[config.mk]
export PLATFORM = sky130hd
export DESIGN_NAME = multicycle_controller_v2
export DESIGN_NICKNAME = d
export VERILOG_FILES = /design/src/rtl/ctrl_pkg.sv /design/src/rtl/ctrl_aluop_decode.sv /design/src/rtl/multicycle_controller_v2.sv
export SDC_FILE = /design/constraint.sdc
export NUM_CORES = 1
export LEC_CHECK = 0
export CORE_UTILIZATION = 43
export CTS_CLUSTER_SIZE = 14
export DETAILED_ROUTE_END_ITERATION = 10
export GPL_ROUTABILITY_DRIVEN = 1
export GPL_TIMING_DRIVEN = 0
export PLACE_DENSITY_LB_ADDON = 0.15
export SYNTH_ARGS = -nofsm -noshare
export SYNTH_HDL_FRONTEND = slang
export SYNTH_SLANG_ARGS = --single-unit
[constraint.sdc]
create_clock -name clk -period 2.1 [get_ports clk]
set_clock_uncertainty 0.15 [all_clocks]
set_input_delay 0.42 -clock clk [delete_from_list [all_inputs] [get_ports clk]]
set_output_delay 0.42 -clock clk [all_outputs]
set_load 0.02 [all_outputs]
[src/rtl/ctrl_pkg.sv]
`default_nettype none
// ============================================================================
//  Module      : ctrl_pkg
//  Description : Shared state encodings, opcode/funct constants, mux select
//                codes and ALU class codes for the multi-cycle controller.
//  Revision    : 1.0 - initial release
// ============================================================================
package ctrl_pkg;

    typedef enum logic [2:0] {
        S_IF   = 3'd0,
        S_ID   = 3'd1,
        S_EX   = 3'd2,
        S_MEM  = 3'd3,
        S_WB   = 3'd4,
        S_TRAP = 3'd5
    } state_t;

    // Opcodes
    localparam logic [5:0] c_OP_RTYPE = 6'h00;
    localparam logic [5:0] c_OP_J     = 6'h02;
    localparam logic [5:0] c_OP_JAL   = 6'h03;
    localparam logic [5:0] c_OP_BEQ   = 6'h04;
    localparam logic [5:0] c_OP_BNE   = 6'h05;
    localparam logic [5:0] c_OP_ADDI  = 6'h08;
    localparam logic [5:0] c_OP_ADDIU = 6'h09;
    localparam logic [5:0] c_OP_SLTI  = 6'h0a;
    localparam logic [5:0] c_OP_SLTIU = 6'h0b;
    localparam logic [5:0] c_OP_ANDI  = 6'h0c;
    localparam logic [5:0] c_OP_LUI   = 6'h0f;
    localparam logic [5:0] c_OP_LW    = 6'h23;
    localparam logic [5:0] c_OP_SW    = 6'h2b;

    // Funct codes
    localparam logic [5:0] c_FN_JR    = 6'h08;

    // PCSource codes
    localparam logic [1:0] c_PCSRC_ALU    = 2'b00;
    localparam logic [1:0] c_PCSRC_ALUOUT = 2'b01;
    localparam logic [1:0] c_PCSRC_JUMP   = 2'b10;
    localparam logic [1:0] c_PCSRC_RS     = 2'b11;

    // RegDst codes
    localparam logic [1:0] c_REGDST_RT = 2'b00;
    localparam logic [1:0] c_REGDST_RD = 2'b01;
    localparam logic [1:0] c_REGDST_RA = 2'b10;

    // MemtoReg codes
    localparam logic [1:0] c_M2R_ALUOUT = 2'b00;
    localparam logic [1:0] c_M2R_MDR    = 2'b01;
    localparam logic [1:0] c_M2R_PC     = 2'b10;

    // ALUSrcA / ALUSrcB codes
    localparam logic [1:0] c_SRCA_PC     = 2'b00;
    localparam logic [1:0] c_SRCA_RS     = 2'b01;
    localparam logic [1:0] c_SRCB_RT     = 2'b00;
    localparam logic [1:0] c_SRCB_FOUR   = 2'b01;
    localparam logic [1:0] c_SRCB_IMM    = 2'b10;
    localparam logic [1:0] c_SRCB_IMMSH2 = 2'b11;

    // ALUOp[2:0] class codes
    localparam logic [2:0] c_ALUC_ADD   = 3'b000;
    localparam logic [2:0] c_ALUC_SUB   = 3'b001;
    localparam logic [2:0] c_ALUC_RTYPE = 3'b010;
    localparam logic [2:0] c_ALUC_AND   = 3'b100;
    localparam logic [2:0] c_ALUC_SLT   = 3'b101;

    // I-type ALU instructions that write back through S_WB
    function automatic logic is_imm_alu(input logic [5:0] op);
        return (op == c_OP_ADDI) || (op == c_OP_ADDIU) || (op == c_OP_SLTI) ||
               (op == c_OP_SLTIU) || (op == c_OP_ANDI) || (op == c_OP_LUI);
    endfunction

    function automatic logic is_legal_op(input logic [5:0] op);
        return (op == c_OP_RTYPE) || (op == c_OP_J) || (op == c_OP_JAL) ||
               (op == c_OP_BEQ) || (op == c_OP_BNE) || is_imm_alu(op) ||
               (op == c_OP_LW) || (op == c_OP_SW);
    endfunction

    function automatic logic is_legal_funct(input logic [5:0] fn);
        return (fn == 6'h00) || (fn == 6'h02) || (fn == 6'h03) || (fn == 6'h08) ||
               ((fn >= 6'h20) && (fn <= 6'h27)) || (fn == 6'h2a) || (fn == 6'h2b);
    endfunction

endpackage
`default_nettype wire

[src/rtl/ctrl_aluop_decode.sv]
`default_nettype none
// ============================================================================
//  Module      : ctrl_aluop_decode
//  Description : Maps state and opcode to the ALU operation class. Bit 3
//                carries OpCode[0] (unsigned / ne variants); bits above 3
//                are always zero.
//  Revision    : 1.0 - initial release
// ============================================================================
module ctrl_aluop_decode
    import ctrl_pkg::*;
#(
    parameter int ALUOP_W = 4
) (
    input  state_t             i_state,
    input  logic [5:0]         i_opcode,
    output logic [ALUOP_W-1:0] o_aluop
);

    logic [3:0] w_aluop4;

    // Class decode; fetch and decode always use the plain add class
    always_comb begin
        w_aluop4      = 4'b0000;
        w_aluop4[3]   = i_opcode[0];
        if ((i_state != S_IF) && (i_state != S_ID)) begin
            if (i_opcode == c_OP_RTYPE)
                w_aluop4[2:0] = c_ALUC_RTYPE;
            else if ((i_opcode == c_OP_BEQ) || (i_opcode == c_OP_BNE))
                w_aluop4[2:0] = c_ALUC_SUB;
            else if (i_opcode == c_OP_ANDI)
                w_aluop4[2:0] = c_ALUC_AND;
            else if ((i_opcode == c_OP_SLTI) || (i_opcode == c_OP_SLTIU))
                w_aluop4[2:0] = c_ALUC_SLT;
            else
                w_aluop4[2:0] = c_ALUC_ADD;
        end
    end

    generate
        if (ALUOP_W > 4) begin : g_wide
            assign o_aluop = {{(ALUOP_W-4){1'b0}}, w_aluop4};
        end else begin : g_narrow
            assign o_aluop = w_aluop4;
        end
    endgenerate

endmodule
`default_nettype wire

[src/rtl/multicycle_controller_v2.sv]
`default_nettype none
// ============================================================================
//  Module      : multicycle_controller_v2
//  Description : Multi-cycle MIPS control FSM. Decodes OpCode/Funct and the
//                current state into datapath selects, waits on mem_ready in
//                IF and MEM, and counts retired instructions.
//                Build option: define ILLEGAL_OP_TRAP_EN to route illegal
//                opcodes / R-type functs through a one-cycle S_TRAP.
//  Revision    : 1.0 - initial release
// ============================================================================
module multicycle_controller_v2
    import ctrl_pkg::*;
#(
    parameter int ALUOP_W       = 4,
    parameter int CNT_W         = 32,
    parameter int USE_MEM_READY = 1
) (
    input  logic               clk,
    input  logic               reset,
    input  logic [5:0]         OpCode,
    input  logic [5:0]         Funct,
    input  logic               mem_ready,
    output logic               PCWrite,
    output logic               PCWriteCond,
    output logic               BranchNe,
    output logic               IorD,
    output logic               MemRead,
    output logic               MemWrite,
    output logic               IRWrite,
    output logic [1:0]         MemtoReg,
    output logic [1:0]         RegDst,
    output logic               RegWrite,
    output logic               ExtOp,
    output logic               LuiOp,
    output logic [1:0]         ALUSrcA,
    output logic [1:0]         ALUSrcB,
    output logic [ALUOP_W-1:0] ALUOp,
    output logic [1:0]         PCSource,
    output logic               trap,
    output logic [CNT_W-1:0]   retired
);

    localparam logic [CNT_W-1:0] c_ONE = {{(CNT_W-1){1'b0}}, 1'b1};

    state_t             r_state;
    logic [CNT_W-1:0]   r_retired;
    logic [ALUOP_W-1:0] w_aluop;
    logic               w_mem_ready;
    logic               w_rtype;
    logic               w_jr;
    logic               w_imm_alu;
    logic               w_ldst;
    logic               w_ext_imm;
    logic               w_illegal;

    assign w_mem_ready = (USE_MEM_READY == 0) ? 1'b1 : mem_ready;
    assign w_rtype     = (OpCode == c_OP_RTYPE);
    assign w_jr        = w_rtype && (Funct == c_FN_JR);
    assign w_imm_alu   = is_imm_alu(OpCode);
    assign w_ldst      = (OpCode == c_OP_LW) || (OpCode == c_OP_SW);
    // Sign extension for everything that takes an immediate except andi
    assign w_ext_imm   = (w_imm_alu && (OpCode != c_OP_ANDI)) || w_ldst;

`ifdef ILLEGAL_OP_TRAP_EN
    assign w_illegal = !is_legal_op(OpCode) || (w_rtype && !is_legal_funct(Funct));
    assign trap      = reset && (r_state == S_TRAP);
`else
    assign w_illegal = 1'b0;
    assign trap      = 1'b0;
`endif

    assign retired = r_retired;

    ctrl_aluop_decode #(
        .ALUOP_W (ALUOP_W)
    ) u_aluop (
        .i_state  (r_state),
        .i_opcode (OpCode),
        .o_aluop  (w_aluop)
    );

    assign ALUOp = reset ? w_aluop : '0;

    // State sequencing and retire counting; every return to IF from EX/MEM/WB retires
    always_ff @(posedge clk or negedge reset) begin
        if (!reset) begin
            r_state   <= S_IF;
            r_retired <= '0;
        end else begin
            case (r_state)
                S_IF: if (w_mem_ready) r_state <= S_ID;
                S_ID: r_state <= S_EX;
                S_EX: begin
                    if (w_illegal)
                        r_state <= S_TRAP;
                    else if ((w_rtype && !w_jr) || w_imm_alu)
                        r_state <= S_WB;
                    else if (w_ldst)
                        r_state <= S_MEM;
                    else begin
                        r_state   <= S_IF;
                        r_retired <= r_retired + c_ONE;
                    end
                end
                S_MEM: begin
                    if (w_mem_ready) begin
                        if (OpCode == c_OP_LW)
                            r_state <= S_WB;
                        else begin
                            r_state   <= S_IF;
                            r_retired <= r_retired + c_ONE;
                        end
                    end
                end
                S_WB: begin
                    r_state   <= S_IF;
                    r_retired <= r_retired + c_ONE;
                end
                default: r_state <= S_IF;
            endcase
        end
    end

    // Output decode; everything held at zero while reset is low
    always_comb begin
        PCWrite     = 1'b0;
        PCWriteCond = 1'b0;
        BranchNe    = 1'b0;
        IorD        = 1'b0;
        MemRead     = 1'b0;
        MemWrite    = 1'b0;
        IRWrite     = 1'b0;
        MemtoReg    = c_M2R_ALUOUT;
        RegDst      = c_REGDST_RT;
        RegWrite    = 1'b0;
        ExtOp       = 1'b0;
        LuiOp       = 1'b0;
        ALUSrcA     = c_SRCA_PC;
        ALUSrcB     = c_SRCB_RT;
        PCSource    = c_PCSRC_ALU;
        if (reset) begin
            case (r_state)
                S_IF: begin
                    MemRead  = 1'b1;
                    ALUSrcB  = c_SRCB_FOUR;
                    IRWrite  = w_mem_ready;
                    PCWrite  = w_mem_ready;
                end
                S_ID: begin
                    ALUSrcB = c_SRCB_IMMSH2;
                    ExtOp   = 1'b1;
                end
                S_EX: begin
                    if (w_jr) begin
                        PCWrite  = 1'b1;
                        PCSource = c_PCSRC_RS;
                    end else if (w_rtype) begin
                        ALUSrcA = c_SRCA_RS;
                        ALUSrcB = c_SRCB_RT;
                    end else if ((OpCode == c_OP_J) || (OpCode == c_OP_JAL)) begin
                        PCWrite  = 1'b1;
                        PCSource = c_PCSRC_JUMP;
                        if (OpCode == c_OP_JAL) begin
                            RegWrite = 1'b1;
                            RegDst   = c_REGDST_RA;
                            MemtoReg = c_M2R_PC;
                        end
                    end else if ((OpCode == c_OP_BEQ) || (OpCode == c_OP_BNE)) begin
                        PCWriteCond = 1'b1;
                        ALUSrcA     = c_SRCA_RS;
                        ALUSrcB     = c_SRCB_RT;
                        PCSource    = c_PCSRC_ALUOUT;
                        BranchNe    = OpCode[0];
                    end else if (w_imm_alu || w_ldst) begin
                        ALUSrcA = c_SRCA_RS;
                        ALUSrcB = c_SRCB_IMM;
                        ExtOp   = w_ext_imm;
                        LuiOp   = (OpCode == c_OP_LUI);
                    end
                end
                S_MEM: begin
                    IorD     = 1'b1;
                    MemRead  = (OpCode == c_OP_LW);
                    MemWrite = (OpCode == c_OP_SW);
                end
                S_WB: begin
                    RegWrite = 1'b1;
                    if (w_rtype) begin
                        RegDst   = c_REGDST_RD;
                        MemtoReg = c_M2R_ALUOUT;
                    end else if (OpCode == c_OP_LW) begin
                        RegDst   = c_REGDST_RT;
                        MemtoReg = c_M2R_MDR;
                    end
                    ExtOp = w_ext_imm;
                    LuiOp = (OpCode == c_OP_LUI);
                end
                default: ;
            endcase
        end
    end

endmodule
`default_nettype wire
Yosys cells after proc, flatten, opt, wreduce, memory -nomap -nowiden
Cells that the tools add are included.
{"block": "totals", "wordCells": 143, "reg_bits": 35, "inputBits": 15, "output_inout_bits": 57}
{"block": "classes", "eq_ne": 24, "muxes": 93, "add_sub_neg": 1, "reduce_logical": 23}
{"operator": "2-to-1 mux 32 bit", "count": 4}
{"operator": "case mux 32 bit (3 select lines)", "count": 1}
{"operator": "2-to-1 mux 1 bit", "count": 51}
{"operator": "equality test 6 x 4 -> 1 bit (second input constant)", "count": 7}
{"operator": "2-to-1 mux 2 bit", "count": 18}
{"operator": "adder 32 x 1 -> 32 bit (second input constant)", "count": 1}
{"operator": "2-to-1 mux 3 bit", "count": 9}
{"operator": "equality test 6 x 2 -> 1 bit (second input constant)", "count": 2}
{"operator": "equality test 6 x 3 -> 1 bit (second input constant)", "count": 2}
{"operator": "equality test 6 bit (second input constant)", "count": 2}
{"operator": "logical OR 1 bit", "count": 12}
{"operator": "case mux 3 bit (4 select lines)", "count": 1}
{"operator": "!= test 2 bit (second input constant)", "count": 5}
{"operator": "case mux 1 bit (2 select lines)", "count": 4}
{"operator": "case mux 2 bit (2 select lines)", "count": 2}
{"operator": "equality test 3 x 2 -> 1 bit (second input constant)", "count": 2}
{"operator": "logical NOT 6 bit", "count": 1}
{"operator": "!= test 6 x 4 -> 1 bit (second input constant)", "count": 1}
{"operator": "case mux 2 bit (3 select lines)", "count": 1}
{"operator": "nonzero test 3 bit", "count": 2}
{"operator": "AND reduction 5 bit", "count": 1}
{"operator": "logical AND 1 bit", "count": 4}
{"operator": "2-to-1 mux 4 bit", "count": 1}
{"operator": "equality test 3 x 1 -> 1 bit (second input constant)", "count": 1}
{"operator": "6 further kinds", "count": 6}

Logic depth before layout (Yosys ltp)
Gate-level depths: netlist of the first run.
{"block": "depth", "ltp_word": 15, "ltp_mapped": 7, "mapped_depth_nobuf": 6}

Hierarchy
Synthesis of the first run repeated with hierarchy kept, for this count alone.
{"block": "hier_totals", "cells_unflattened": 264, "hier_area_um2": 2339.7}
{"mod": "multicycle_controller_v2", "n_inst": 1, "area_per_inst_um2": 2252.2, "seq_area_each_um2": 875.8, "cells_each": 252}
{"mod": "ctrl_aluop_decode", "n_inst": 1, "area_per_inst_um2": 87.6, "seq_area_each_um2": 0.0, "cells_each": 12}

Worst setup path before layout of the first run
No wires, ideal clock.
{"block": "synth_timing", "kind": "input to output", "from": "input OpCode[3]", "to": "output PCWrite", "path_buffers": 1, "slack_ns": -0.583, "t_arrival_ns": 2.113, "t_required_ns": 1.530, "stages": 6, "path_cell_list": "buf_4 or3_4 or2_2 nand3b_1 a21oi_1 or2_1"}
{"block": "synth_via", "elab_chain_cells": 7, "word_cells_on_any_way": 10, "cone_classes": "2 x eq/ne; 5 x mux; 3 x reduce/logical"}
{"element": "start, declared", "line_no": "multicycle_controller_v2.sv:20", "source": "input logic [5:0] OpCode,"}
{"element": "equality test 6 x 2 -> 1 bit", "line_no": "multicycle_controller_v2.sv:160", "source": "end else if ((OpCode == c_OP_J) || (OpCode == c_OP_JAL)) begin"}
{"element": "logical OR 1 bit", "line_no": "multicycle_controller_v2.sv:160"}
{"element": "2-to-1 mux 1 bit", "line_no": "multicycle_controller_v2.sv:160"}
{"element": "2-to-1 mux 1 bit", "line_no": "multicycle_controller_v2.sv:157", "source": "end else if (w_rtype) begin"}
{"element": "2-to-1 mux 1 bit *", "line_no": "multicycle_controller_v2.sv:154", "source": "if (w_jr) begin"}
{"element": "case mux 1 bit (2 select lines) *", "line_no": "multicycle_controller_v2.sv:142", "source": "case (r_state)"}
{"element": "2-to-1 mux 1 bit *", "line_no": "multicycle_controller_v2.sv:141", "source": "if (reset) begin"}
{"element": "end, declared", "line_no": "multicycle_controller_v2.sv:23", "source": "output logic PCWrite,"}
Every way passes the cells marked *; elsewhere a longest branch is shown, timed or not.

Worst setup path in the final report of the first run
{"block": "layout_timing", "from": "input OpCode[5]", "to": "output PCWrite"}
Same word-level chain as after synthesis.

==> results_dict.tcl, run 1 <==
set metrics [dict create \
    status "finished, violations left" \
    violations "setup timing" \
    grt_pass1_wl_um 11400 \
    hold-path-cell-count 1 \
    path_clk_slew_ns 0.07 \
    dp_slack_ns -1.29 \
    vias 2394 \
    hold_class "reg2reg" \
    leakage_uw 0.00156 \
    synth_seq_cells 35 \
    synth_flop_cell "dfrtp_1" \
    yosysTopAreaCell "dfrtp_1" \
    drt_iter0_markers 119 \
    worstPathArrival_ns 1.87 \
    syn-mean-instance-area_um2 9.58 \
    fmax_ghz 0.411 \
    fin_total_pwr_uw 3290 \
    r2r-end "retired[20]" \
    layout_common_cells "dfrtp_1, clkdlybuf4s50_1, xor2_1, buf_4, buf_6" \
    fin_crit_ns 2.44 \
    seq_power_share_pct 30.0 \
    ir_drop_v 0.000730 \
    worstMarginPinSlew_ns 0.522 \
    crit_fanout 5 \
    internal_power_uw 1830 \
    p_sw_share_pct 44.3 \
    power.density_nw_per_um2 823 \
    syn-cell-area_um2 2400 \
    row_count 26 \
    fin_ws_ns -0.335 \
    clockBufferDepth 2 \
    grt_max_degree 36 \
    cts_tree "done" \
    diodes 0 \
    pwr-share-comb_pct 55.2 \
    ys_seq_area_share_pct 36.6 \
    crit_type "in2out" \
    hold_path.startpoint "retired[31]" \
    overflow 0 \
    drtAntennaViolNets 0 \
    rrSetupSlack_ns -0.09 \
    synth_cells 250 \
    synth_top_area_share_pct 36.6 \
    cts_made_buffers 5 \
    relSlewSlack_pct 65.1 \
    p_sw_uw 1460 \
    syn2layout_area_growth_pct 66.7 \
    nets 369 \
    layout_commonest_cell "dfrtp_1" \
    clockPowerShare_pct 14.8 \
    coreArea_um2 5240 \
    numPortBuffers 67 \
    holdPathEnd "retired[31]" \
    n_fill_cell 347 \
    hpwl_um 4300 \
    dieArea_um2 5870 \
    clkSinkCount 35 \
    ys_top_cells_by_area "dfrtp_1, xor2_1, nor4_2, nor3_1, nor4b_2" \
    worst-endpoint-required_ns 1.53 \
    antenna_found_initial 0 \
    track_usage_pct 24.7 \
    io_pins 72 \
    insertion_delay_ns 0.30 \
    avgRoutedWirePerCell_um 17.5 \
    gp_congestion 0.852 \
    start_kind "input port" \
    initial_utilization_pct 45.7 \
    hold_violations 0 \
    die_x_um 76.6 \
    viasPerCell 5.65 \
    max_cap_viol_count 0 \
    timing.setup.tns_ns -7.57 \
    slew_violations 0 \
    cts-root-buf "clkbuf_8" \
    synthDistinctLibCells 55 \
    rsz0062_at_grt "yes" \
    wl_um 7430 \
    die_h_um 76.6 \
    async_flop_share_pct 100 \
    drc 0 \
    drive_above_1_share_pct 45.2 \
    rr_worst_depth 6 \
    dr.pass1.iters 4 \
    fin_crit_sh_pct 116 \
    yosysWarnings 0 \
    synth_edf_count 0 \
    cp-end-kind "output pin" \
    h-tree-depth 2 \
    grt_pass1_vias 2244 \
    worst_hold_slack_ns 0.322 \
    timing.rr.start "r_state[1]" \
    setup_viol 49 \
]
[logic make-up after synthesis]
| family | share of synthesized area, % |
|---|---|
| XOR/XNOR | 11.7 |
| adder cells (fa/ha/maj) | 0.522 |
| AND/OR/NAND/NOR | 38.5 |
| other | 0.157 |
| flip-flops | 36.6 |
| buffers and inverters | 4.65 |
| multiplexers | 0.626 |
| AO/OA/AOI/OAI | 7.31 |
[Yosys cell counts (2+ instances only)]
| library cell | count |
|---|---|
| a21oi_1 | 10 |
| and2_1 | 3 |
| and3_1 | 4 |
| and4_1 | 3 |
| buf_2 | 2 |
| buf_4 | 6 |
| buf_6 | 2 |
| clkbuf_1 | 6 |
| dfrtp_1 | 35 |
| inv_1 | 3 |
| nand2_1 | 18 |
| nand2_4 | 2 |
| nand2b_1 | 5 |
| nand3_1 | 13 |
| nand3b_1 | 2 |
| nand4_1 | 7 |
| nor2_1 | 21 |
| nor2b_1 | 2 |
| nor3_1 | 18 |
| nor3b_1 | 2 |
| nor4_1 | 2 |
| nor4_2 | 10 |
| nor4b_2 | 6 |
| o21ai_0 | 3 |
| or2_2 | 3 |
| or3b_1 | 2 |
| or3b_2 | 2 |
| xor2_1 | 31 |
[sequential cells by signal, summed over array words and instances, names as in the netlist]
name and count:
r_state 3, retired 32
[per-layer routing]
| metal | GRT usage (%) | routed length (um) |
|---|---|---|
| met5 | 0 | 0 |
| met4 | 9.04 | 130 |
| met3 | 5.03 | 406 |
| met2 | 37.6 | 3490 |
| met1 | 34.6 | 3400 |
[final cells by class]
type	count	area (um^2)	share of cell area, %
multi-input combinational	197	1780	44.6
timing repair buffer	95	956	23.9
sequential	35	877	22.0
buffer	16	198	4.95
tap	70	87.6	2.19
clock buffer	7	76.3	1.91
inverter	3	11.3	0.282
clock inverter	1	5.00	0.125
[power groups by stage]
stage | Combinational, uW | Sequential, uW | Clock [uW]
6_report | 1820 | 985 | 487
4_1_cts | 1530 | 978 | 483
3_5_place_dp | 1360 | 986 | 0
2_1_floorplan | 761 | 1080 | 0
3_3_place_gp | 1350 | 985 | 0
5_1_grt | 1920 | 1010 | 517
[worst max-delay path by stage]
stage	start	endpoint	slack, ns	cells after the start
floorplan	OpCode[3]	PCWrite	-0.26	6
global placement	reset	ALUOp[0]	-2.14	5
detailed placement	OpCode[0]	PCWrite	-1.29	7
CTS	OpCode[3]	PCWrite	-0.31	7
global route	OpCode[5]	PCWrite	-0.38	7
finish	OpCode[5]	PCWrite	-0.34	7
[per-stage QoR]
stage	cells	area, um^2	util [%]
floorplan	251	2490	-
detailed placement	388	3250	62.0
global placement	388	3250	62.1
finish	424	3990	76.3
CTS	413	3690	70.4
global route	424	3990	76.3
[critical path, cell delays in order]
cell and delay (ns):
buf_6 0.10, or3_4 0.41, or2_4 0.24, nand3b_1 0.25, a21oi_4 0.20, or2_4 0.13
buf_6 0.10
[timing repair]
item | 4_1_cts | 5_1_grt
hold buffers | 2 | 0
endpoints found under the setup margin | 54 | 51
pin swaps | 25 | 16
cloned | 1 | 2
setup buffers | 14 | 9
gates resized for setup | 188 | 58
hold endpoints to repair | 35 | 0
Power figures use the tool's default switching activity.
==> run 2, diff against run 1 <==
--- a/config.mk
+++ b/config.mk
@@ -6,6 +6,7 @@
 export NUM_CORES = 1
 export LEC_CHECK = 0
 export CORE_UTILIZATION = 43
+export CTS_CLUSTER_DIAMETER = 50
 export CTS_CLUSTER_SIZE = 14
 export DETAILED_ROUTE_END_ITERATION = 10
 export GPL_ROUTABILITY_DRIVEN = 1
==> results of run 2 <==
No change in the layout: final DEF, timing and power equal those of run 1.
==> run 3, diff against run 2 <==
--- a/config.mk
+++ b/config.mk
@@ -5,6 +5,7 @@
 export SDC_FILE = /design/constraint.sdc
 export NUM_CORES = 1
 export LEC_CHECK = 0
+export CORE_MARGIN = 3
 export CORE_UTILIZATION = 43
 export CTS_CLUSTER_DIAMETER = 50
 export CTS_CLUSTER_SIZE = 14
==> results_dict.tcl, run 3 (synthesis gave the netlist of run 1 again) <==
set metrics [dict create \
    status "finished, violations left" \
    violations "setup timing" \
    gp_congestion 0.843 \
    worst-endpoint-required_ns 1.53 \
    hold_class "reg2reg" \
    ir_drop_v 0.000829 \
    n_fill_cell 329 \
    drt_iter0_markers 192 \
    viasPerCell 5.60 \
    cts-root-buf "clkbuf_8" \
    drive_above_1_share_pct 47.4 \
    cts_tree "done" \
    dr.pass1.iters 4 \
    slew_violations 0 \
    grt_max_degree 36 \
    setup_viol 47 \
    path_clk_slew_ns 0.07 \
    track_usage_pct 23.1 \
    hpwl_um 4430 \
    layout_commonest_cell "buf_4" \
    worstMarginPinSlew_ns 0.489 \
    nets 376 \
    power.density_nw_per_um2 781 \
    vias 2415 \
    cp-end-kind "output pin" \
    fin_ws_ns -0.315 \
    final_cell_area_um2 4170 \
    layout_common_cells "buf_4, dfrtp_1, clkdlybuf4s50_1, xor2_1, buf_6" \
    fin_total_pwr_uw 3260 \
    drc 0 \
    diodes 0 \
    crit_fanout 5 \
    coreArea_um2 5240 \
    avgRoutedWirePerCell_um 18.6 \
    timing.setup.tns_ns -5.84 \
    antenna_found_initial 0 \
    start_kind "input port" \
    h-tree-depth 2 \
    row_count 26 \
    clockBufferDepth 2 \
    numPortBuffers 67 \
    clkSinkCount 35 \
    io_pins 72 \
    insertion_delay_ns 0.29 \
    wl_um 8040 \
    crit_type "in2out" \
    placed_area_um2 3250 \
    hold_violations 0 \
    max_cap_viol_count 0 \
    fmax_ghz 0.414 \
    die_x_um 80.6 \
    cts_made_buffers 5 \
    die_h_um 80.6 \
    fin_crit_ns 2.41 \
    drtAntennaViolNets 0 \
    leakage_uw 0.00156 \
    grt_pass1_wl_um 11600 \
    fin_crit_sh_pct 115 \
    syn2layout_area_growth_pct 74.0 \
    rsz0062_at_grt "yes" \
    relSlewSlack_pct 67.1 \
    initial_utilization_pct 45.7 \
    largest_reg_flops 32 \
    worstPathArrival_ns 1.84 \
    grt_pass1_vias 2320 \
    dieArea_um2 6500 \
    overflow 0 \
]
==> run 3: path summary, 6_finish.rpt <==
| kind | from | endpoint | slack [ns] | cells past startpoint |
|---|---|---|---|---|
| setup reg to reg | retired[8] | retired[26] | 0 | 5 |
| hold reg to reg | retired[31] | retired[31] | 0.33 | 1 |
| min in group asynchronous | reset | retired[16] | 0.52 | 3 |
| hold / removal | retired[31] | retired[31] | 0.33 | 1 |
| max in group asynchronous | reset | r_state[0] | 1.08 | 3 |
| setup / recovery | OpCode[5] | PCWrite | -0.31 | 7 |
==> run 3: worst max-delay path, stage by stage <==
cell	delay (ns)
buf_8	0.10
or3_4	0.42
or2_4	0.24
nand3b_1	0.22
a21oi_4	0.20
or2_4	0.14
buf_6	0.10
==> run 3: final cells by class <==
type / count / area [um^2] / share of cell area, %
timing repair buffer: 104 / 1060 / 25.4
sequential: 35 / 878 / 21.1
inverter: 3 / 11.3 / 0.270
clock buffer: 6 / 72.6 / 1.74
tap: 70 / 87.6 / 2.10
multi-input combinational: 197 / 1880 / 45.1
buffer: 14 / 165 / 3.96
clock inverter: 2 / 12.5 / 0.300
==> run 3: power breakdown <==
| part | leakage (uW) | internal, uW | total (uW) | switching, uW |
|---|---|---|---|---|
| clock network | 0.0000412 | 232 | 491 | 259 |
| registers | 0.000362 | 804 | 1000 | 197 |
| logic | 0.00116 | 711 | 1760 | 1050 |
==> run 3: routing by layer <==
metal  share of wire, %  wire length, um  track usage (%)
met1                 45             3640             33.1
met2                 47             3810             36.3
met3                5.0              401             4.04
met4                2.2              176             5.24
met5                  0                0                0
==> run 3: stage by stage <==
stage | std cells | hold slack [ns] | utilization [%] | setup WS [ns]
finish | 431 | 0.325 | 79.6 | -0.315
global placement | 388 | 0.306 | 62.1 | -2.13
global route | 431 | 0.346 | 79.6 | -0.371
floorplan | 251 | -0.0256 | - | -0.255
detailed placement | 388 | 0.313 | 62.0 | -1.28
CTS | 416 | 0.328 | 73.5 | -0.318
==> run 3: repair_timing <==
action,4_1_cts,5_1_grt
setup endpoints to repair,54,53
hold buffers,2,0
pin swaps,35,26
gates cloned,2,1
endpoints found under the hold margin,35,0
buffers inserted,17,16
gates resized for setup,217,52
